$ cat src/rtl/traffic_phase_arbiter.sv
// Round-robin phase scheduler for a five-approach intersection (LEFT, STR, NS).
// Optional emergency preemption is enabled with `define EMERGENCY_PREEMPT_EN.
package light_package;
  typedef enum logic [1:0] {RED = 2'd0, YELLOW = 2'd1, GREEN = 2'd2} colors;
endpackage

module traffic_phase_arbiter
  import light_package::*;
#(
  parameter int unsigned MIN_GREEN = 5,
  parameter int unsigned MAX_GREEN = 10,
  parameter int unsigned YELLOW_T  = 2,
  parameter int unsigned CLEAR_T   = 1
) (
  input  logic       clk,
  input  logic       reset,
  input  logic       e_left_sensor,
  input  logic       e_str_sensor,
  input  logic       w_left_sensor,
  input  logic       w_str_sensor,
  input  logic       ns_sensor,
`ifdef EMERGENCY_PREEMPT_EN
  input  logic       emerg_req,
  input  logic [1:0] emerg_phase,
`endif
  output colors      e_left_light,
  output colors      e_str_light,
  output colors      w_left_light,
  output colors      w_str_light,
  output colors      ns_light,
  output logic       phase_busy
);

  typedef enum logic [1:0] {ST_IDLE, ST_GREEN, ST_YELLOW, ST_CLEAR} state_t;
  typedef enum logic [1:0] {PH_LEFT = 2'd0, PH_STR = 2'd1, PH_NS = 2'd2} phase_t;

  localparam logic [7:0] L_MIN = 8'(MIN_GREEN);
  localparam logic [7:0] L_MAX = 8'(MAX_GREEN);
  localparam logic [7:0] L_YEL = 8'(YELLOW_T);
  localparam logic [7:0] L_CLR = 8'(CLEAR_T);

  state_t     r_state;
  phase_t     r_phase;
  phase_t     r_last;
  logic [7:0] r_timer;
  logic [2:0] r_demand;
  colors      r_col_left, r_col_str, r_col_ns;

  logic [3:0] w_sens;
  logic [2:0] w_pick;
  logic       w_em_valid;
  phase_t     w_em_phase;
  logic       w_next_valid;
  phase_t     w_next_ph;
  logic       w_green_exit;
  logic       w_enter;
  logic [2:0] w_others;
  logic [2:0] w_demand_nxt;

  // First pending phase after last_served; later rotation slots are overridden by earlier ones.
  function automatic logic [2:0] f_pick(input logic [2:0] dem, input phase_t last);
    logic [1:0] p;
    int unsigned t;
    f_pick = '0;
    for (int unsigned i = 3; i >= 1; i--) begin
      t = (32'(last) + i) % 3;
      p = 2'(t);
      if (dem[p]) f_pick = {1'b1, p};
    end
  endfunction

  function automatic colors f_col(input phase_t ph, input phase_t tgt, input colors c);
    return (ph == tgt) ? c : RED;
  endfunction

`ifdef EMERGENCY_PREEMPT_EN
  assign w_em_valid = emerg_req && (emerg_phase != 2'd3);
  assign w_em_phase = phase_t'(emerg_phase);
`else
  assign w_em_valid = 1'b0;
  assign w_em_phase = PH_LEFT;
`endif

  assign w_sens       = {1'b0, ns_sensor, e_str_sensor | w_str_sensor, e_left_sensor | w_left_sensor};
  assign w_pick       = f_pick(r_demand, r_last);
  assign w_next_valid = w_em_valid | w_pick[2];
  assign w_next_ph    = w_em_valid ? w_em_phase : phase_t'(w_pick[1:0]);
  assign w_others     = r_demand & ~(3'b001 << r_phase);

  assign w_green_exit = (r_state == ST_GREEN) &&
                        (w_em_valid ? (w_em_phase != r_phase)
                                    : ((r_timer >= L_MIN && !w_sens[r_phase]) ||
                                       (r_timer >= L_MAX && |w_others)));

  assign w_enter = w_next_valid &&
                   ((r_state == ST_IDLE) || (r_state == ST_CLEAR && r_timer >= L_CLR));

  // The outgoing phase re-latches its own sensors on the edge it leaves GREEN.
  always_comb begin
    w_demand_nxt = r_demand;
    for (int unsigned p = 0; p < 3; p++) begin
      if (w_enter && (32'(w_next_ph) == p))
        w_demand_nxt[p] = 1'b0;
      else if (w_sens[p] && !(r_state == ST_GREEN && 32'(r_phase) == p && !w_green_exit))
        w_demand_nxt[p] = 1'b1;
    end
  end

  always_ff @(posedge clk or negedge reset) begin
    if (!reset) begin
      r_state    <= ST_IDLE;
      r_phase    <= PH_LEFT;
      r_last     <= PH_NS;
      r_timer    <= '0;
      r_demand   <= '0;
      r_col_left <= RED;
      r_col_str  <= RED;
      r_col_ns   <= RED;
      phase_busy <= 1'b0;
    end else begin
      r_demand <= w_demand_nxt;
      if (w_enter) begin
        r_state    <= ST_GREEN;
        r_phase    <= w_next_ph;
        r_last     <= w_next_ph;
        r_timer    <= 8'd1;
        phase_busy <= 1'b1;
        r_col_left <= f_col(w_next_ph, PH_LEFT, GREEN);
        r_col_str  <= f_col(w_next_ph, PH_STR, GREEN);
        r_col_ns   <= f_col(w_next_ph, PH_NS, GREEN);
      end else begin
        unique case (r_state)
          ST_IDLE: r_timer <= '0;
          ST_GREEN: begin
            if (w_green_exit) begin
              r_state    <= ST_YELLOW;
              r_timer    <= 8'd1;
              r_col_left <= f_col(r_phase, PH_LEFT, YELLOW);
              r_col_str  <= f_col(r_phase, PH_STR, YELLOW);
              r_col_ns   <= f_col(r_phase, PH_NS, YELLOW);
            end else if (r_timer < L_MAX) begin
              r_timer <= r_timer + 8'd1;
            end
          end
          ST_YELLOW: begin
            if (r_timer >= L_YEL) begin
              r_state    <= ST_CLEAR;
              r_timer    <= 8'd1;
              r_col_left <= RED;
              r_col_str  <= RED;
              r_col_ns   <= RED;
            end else begin
              r_timer <= r_timer + 8'd1;
            end
          end
          ST_CLEAR: begin
            if (r_timer >= L_CLR) begin
              r_state    <= ST_IDLE;
              r_timer    <= '0;
              phase_busy <= 1'b0;
            end else begin
              r_timer <= r_timer + 8'd1;
            end
          end
        endcase
      end
    end
  end

  assign e_left_light = r_col_left;
  assign w_left_light = r_col_left;
  assign e_str_light  = r_col_str;
  assign w_str_light  = r_col_str;
  assign ns_light     = r_col_ns;

endmodule

$ cat config.mk
export PLATFORM = sky130hd
export DESIGN_NAME = traffic_phase_arbiter
export DESIGN_NICKNAME = d
export VERILOG_FILES = /design/src/rtl/traffic_phase_arbiter.sv
export SDC_FILE = /design/constraint.sdc
export NUM_CORES = 1
export LEC_CHECK = 0
export BUFFER_PORTS_ARGS = -buffer_cell sky130_fd_sc_hd__buf_2
export CAP_MARGIN = 20
export CELL_PAD_IN_SITES_DETAIL_PLACEMENT = 0
export CELL_PAD_IN_SITES_GLOBAL_PLACEMENT = 1
export CORE_ASPECT_RATIO = 1.1
export CORE_MARGIN = 1
export CORE_UTILIZATION = 35
export CTS_BUF_LIST = sky130_fd_sc_hd__clkbuf_8
export DETAILED_ROUTE_END_ITERATION = 8
export PLACE_DENSITY = 0.63
export SETUP_SLACK_MARGIN = 0.15
export SYNTH_ARGS = -nofsm -noshare
export SYNTH_HDL_FRONTEND = slang
export SYNTH_SLANG_ARGS = --single-unit
$ cat constraint.sdc
create_clock -name clk -period 2.6 [get_ports clk]
set_input_delay 0.52 -clock clk [delete_from_list [all_inputs] [get_ports clk]]
set_output_delay 0.52 -clock clk [all_outputs]
set_load 0.005 [all_outputs]
==> impl_metrics.csv <==
group,metric,value,unit
clock_tree,holdBufCountCts,0,
sta,skew,2.143,ps
cells_and_area,final_layout_size_suffix_gt1_share,22.99,%
synthesis,yosysWarningCount,0,
global_routing,grt_pass1_vias,1256,
clock_tree,cts_tree,"built",
placed_design,dpl.hpwl,2652,µm
cells_and_area,layout_commonest_cell,"dfrtp_1",
power,combPwrFrac,57.8,%
setup_path,rrSetupSlack,220,ps
die,die_area,4405,µm²
global_routing,grt_overflow,0,
setup_path,critPathSlowestCell,"or4_1",
power,p_leak,0.7861,nW
clock_tree,clock_latency,260,ps
cells_and_area,antenna_cells,0,
power,p_sw,0.0009137,W
sta,final.setup.tns,0,ps
sta,setup_violations,0,
setup_path,cp-start-kind,"flop",
cells_and_area,final_area,1655,µm²
power,vdd_drop_max,0.3720,mV
global_routing,grt_max_degree,24,
power,pwr-share-seq,31.1,%
detailed_routing,drt_pass1_iterations,4,
setup_path,arrival,2540,ps
detailed_routing,drt_wl_total,3425,µm
synthesis,syn_avg_cell_area,9.237,µm²
clock_tree,cts_buffers,3,
synthesis,yosysTopAreaCellShare,37.96,%
clock_tree,htree_levels,1,
setup_path,critPathRequiredTime,2750,ps
global_routing,grt_pass1_wl,5699,µm
detailed_routing,vias_per_cell,5.389,
synthesis,syn_nets,172,
setup_path,end_kind,"flop",
global_routing,antenna_found_initial,0,
placed_design,place_ws,163.4,ps
sta,final_max_slew_viol_count,0,
sta,max-slew-margin-rel,65.45,%
power,p_int,0.001108,W
cells_and_area,final_nets,190,
power,switching_share,45.20,%
placed_design,gp_congestion,0.7742,
global_routing,grt_usage,16.45,%
clock_tree,cts_max_path_buffers,2,
sta,hold_viol_final,0,
setup_path,r2r_end,"r_timer[0]",
placed_design,portBuffers,17,
synthesis,synth.area.top_cells,"dfrtp_1 38%, ha_1 6.9%, nor2_1 3.9%",
sta,post-route-period-util,91.67,%
cells_and_area,fin_util,41.76,%
cells_and_area,mostFrequentLayoutCells,"22 x dfrtp_1, 17 x buf_2, 14 x nor2_1",
sta,rsz0062_at_grt,"no",
die,rows,24,
clock_tree,cts_root_buf,"clkbuf_8",
synthesis,synth_edf_count,0,
synthesis,synth.distinct_cells,49,
detailed_routing,drc,0,
sta,timing.fmax,419.6,MHz
power,clkPwrFrac,11.1,%
synthesis,synthFlopType,"dfrtp_1",
setup_path,crit_type,"flop to flop",
detailed_routing,drt-initial-drc-count,41,
die,initial_core_util,36.58,%
clock_tree,clkTransAtPathRegs,80,ps
synthesis,syn_inst,157,
sta,fin_ws,216.7,ps
clock_tree,numClockSinks,23,
cells_and_area,syn_to_final_growth,14.15,%
synthesis,synth-seq-cells,23,
min_path,hp-class,"input port to asynchronous set/reset pin",
flow_run,drv_cap,0,
setup_path,crit_chain,"or4_1 > a211o_1 > a211o_2 > nor2_1 > a21oi_1 > o32a_1",
synthesis,synth_area,1450,µm²
detailed_routing,ant_nets,0,
detailed_routing,vias,1218,
die,ioPinCount,18,
power,p_per_area,1221,nW/µm²
sta,worstMarginPinSlew,518.3,ps
synthesis,async_reset_ff_share,100.0,%
outcome,status,"completed",
placed_design,place_area,1592,µm²
setup_path,reg2regPathDepth,6,
detailed_routing,drt-wirelength-per-cell,15.15,µm
synthesis,ys_seq_area_share,39.78,%
synthesis,yosys.area.top_type,"dfrtp_1",
die,core_area,3964,µm²
setup_path,r2r-start,"r_timer[7]",
setup_path,crit_fanout,6,
die,die_x,63.37,µm
sta,fin_crit,2383,ps
die,dieHeight,69.51,µm
setup_path,slowest_delay,650,ps
## metal layers
layer | part of all wire (%) | vias up | track usage (%)
met5 | 0 | - | 0
met4 | 1.5 | 0 | 5.556
met3 | 2.2 | 4 | 1.480
met2 | 55 | 17 | 31.21
met1 | 41 | 601 | 18.79
li1 | - | 596 | -
## critical path, delay by kind of cell, from the launching register on
| kind | cells | cell delay (ps) |
|---|---|---|
| compound gates | 4 | 960 |
| simple gates | 2 | 930 |
| flops | 1 | 380 |
## through the flow
| stage | std cells | power (W) | hold WS (ps) |
|---|---|---|---|
| 2_1_floorplan | 157 | 0.001400 | 224.4 |
| 3_3_place_gp | 222 | 0.001743 | 473.3 |
| 3_5_place_dp | 222 | 0.001761 | 488.8 |
| 4_1_cts | 226 | 0.001998 | 237.6 |
| 5_1_grt | 226 | 0.002196 | 266.9 |
| 6_report | 226 | 0.002022 | 215.8 |
## registers in the layout (all words and copies together) (netlist names)
name / flops
e_str_light: 2
phase_busy: 1
r_last: 1
ns_light: 2
r_demand: 3
r_timer: 8
r_phase: 2
r_state: 2
e_left_light: 2
## what timing repair did
action,4_1_cts,5_1_grt
endpoints found under the setup margin,2,6
buffers inserted,0,0
endpoints found under the hold margin,0,0
resized for setup,1,5
## cell type report
type                       instances  area, µm²
timing repair buffer              23      130.1
sequential                        23      576.8
inverter                           8      30.03
fill                             436       2308
clock buffer                       3      41.29
tap                               52      65.06
clock inverter                     1      5.005
multi-input combinational        116      807.0
## cell families (layout without fill, tap and decap cells)
family                     Yosys count  count (layout)  share of synthesized area (%)
AOI/OAI and AO/OA                   46              46                          23.64
xor gates and xnor gates             2               2                          1.208
adders and majority gates            8               8                          6.903
buffers and inverters               18              35                          5.781
DFF                                 23              23                          39.78
muxes                                5               5                          3.451
and+or+nand+nor                     55              55                          19.24
## cell usage after synthesis (3+ instances only)
cell type  number
dfrtp_1        22
nor2_1         15
nand2_1        12
o21ai_0        11
ha_1            8
inv_1           8
a21oi_1         7
nor3_1          7
clkbuf_1        5
mux2i_1         5
buf_4           4
nand2b_1        4
nor2b_1         3
## power by group through the flow
stage	Sequential [W]	Combinational [W]	Clock (W)
final	0.000628	0.00117	0.000225
after global routing	0.000648	0.00130	0.000244
after CTS	0.000626	0.00114	0.000235
after detailed placement	0.000634	0.00113	0
after global placement	0.000630	0.00111	0
after floorplan	0.000576	0.000824	0
## worst max path at each step
stage	endpoint	startpoint	slack, ps	cells past startpoint
finish	r_timer[0]	r_timer[7]	220	6
global route	r_timer[0]	r_timer[7]	160	6
CTS	r_timer[0]	r_timer[7]	200	6
detailed placement	r_demand[1]	r_last[1]	160	7
global placement	r_demand[0]	r_last[1]	190	7
floorplan	e_left_light[1]	r_phase[0]	220	8
Power figures use the tool's default switching activity.
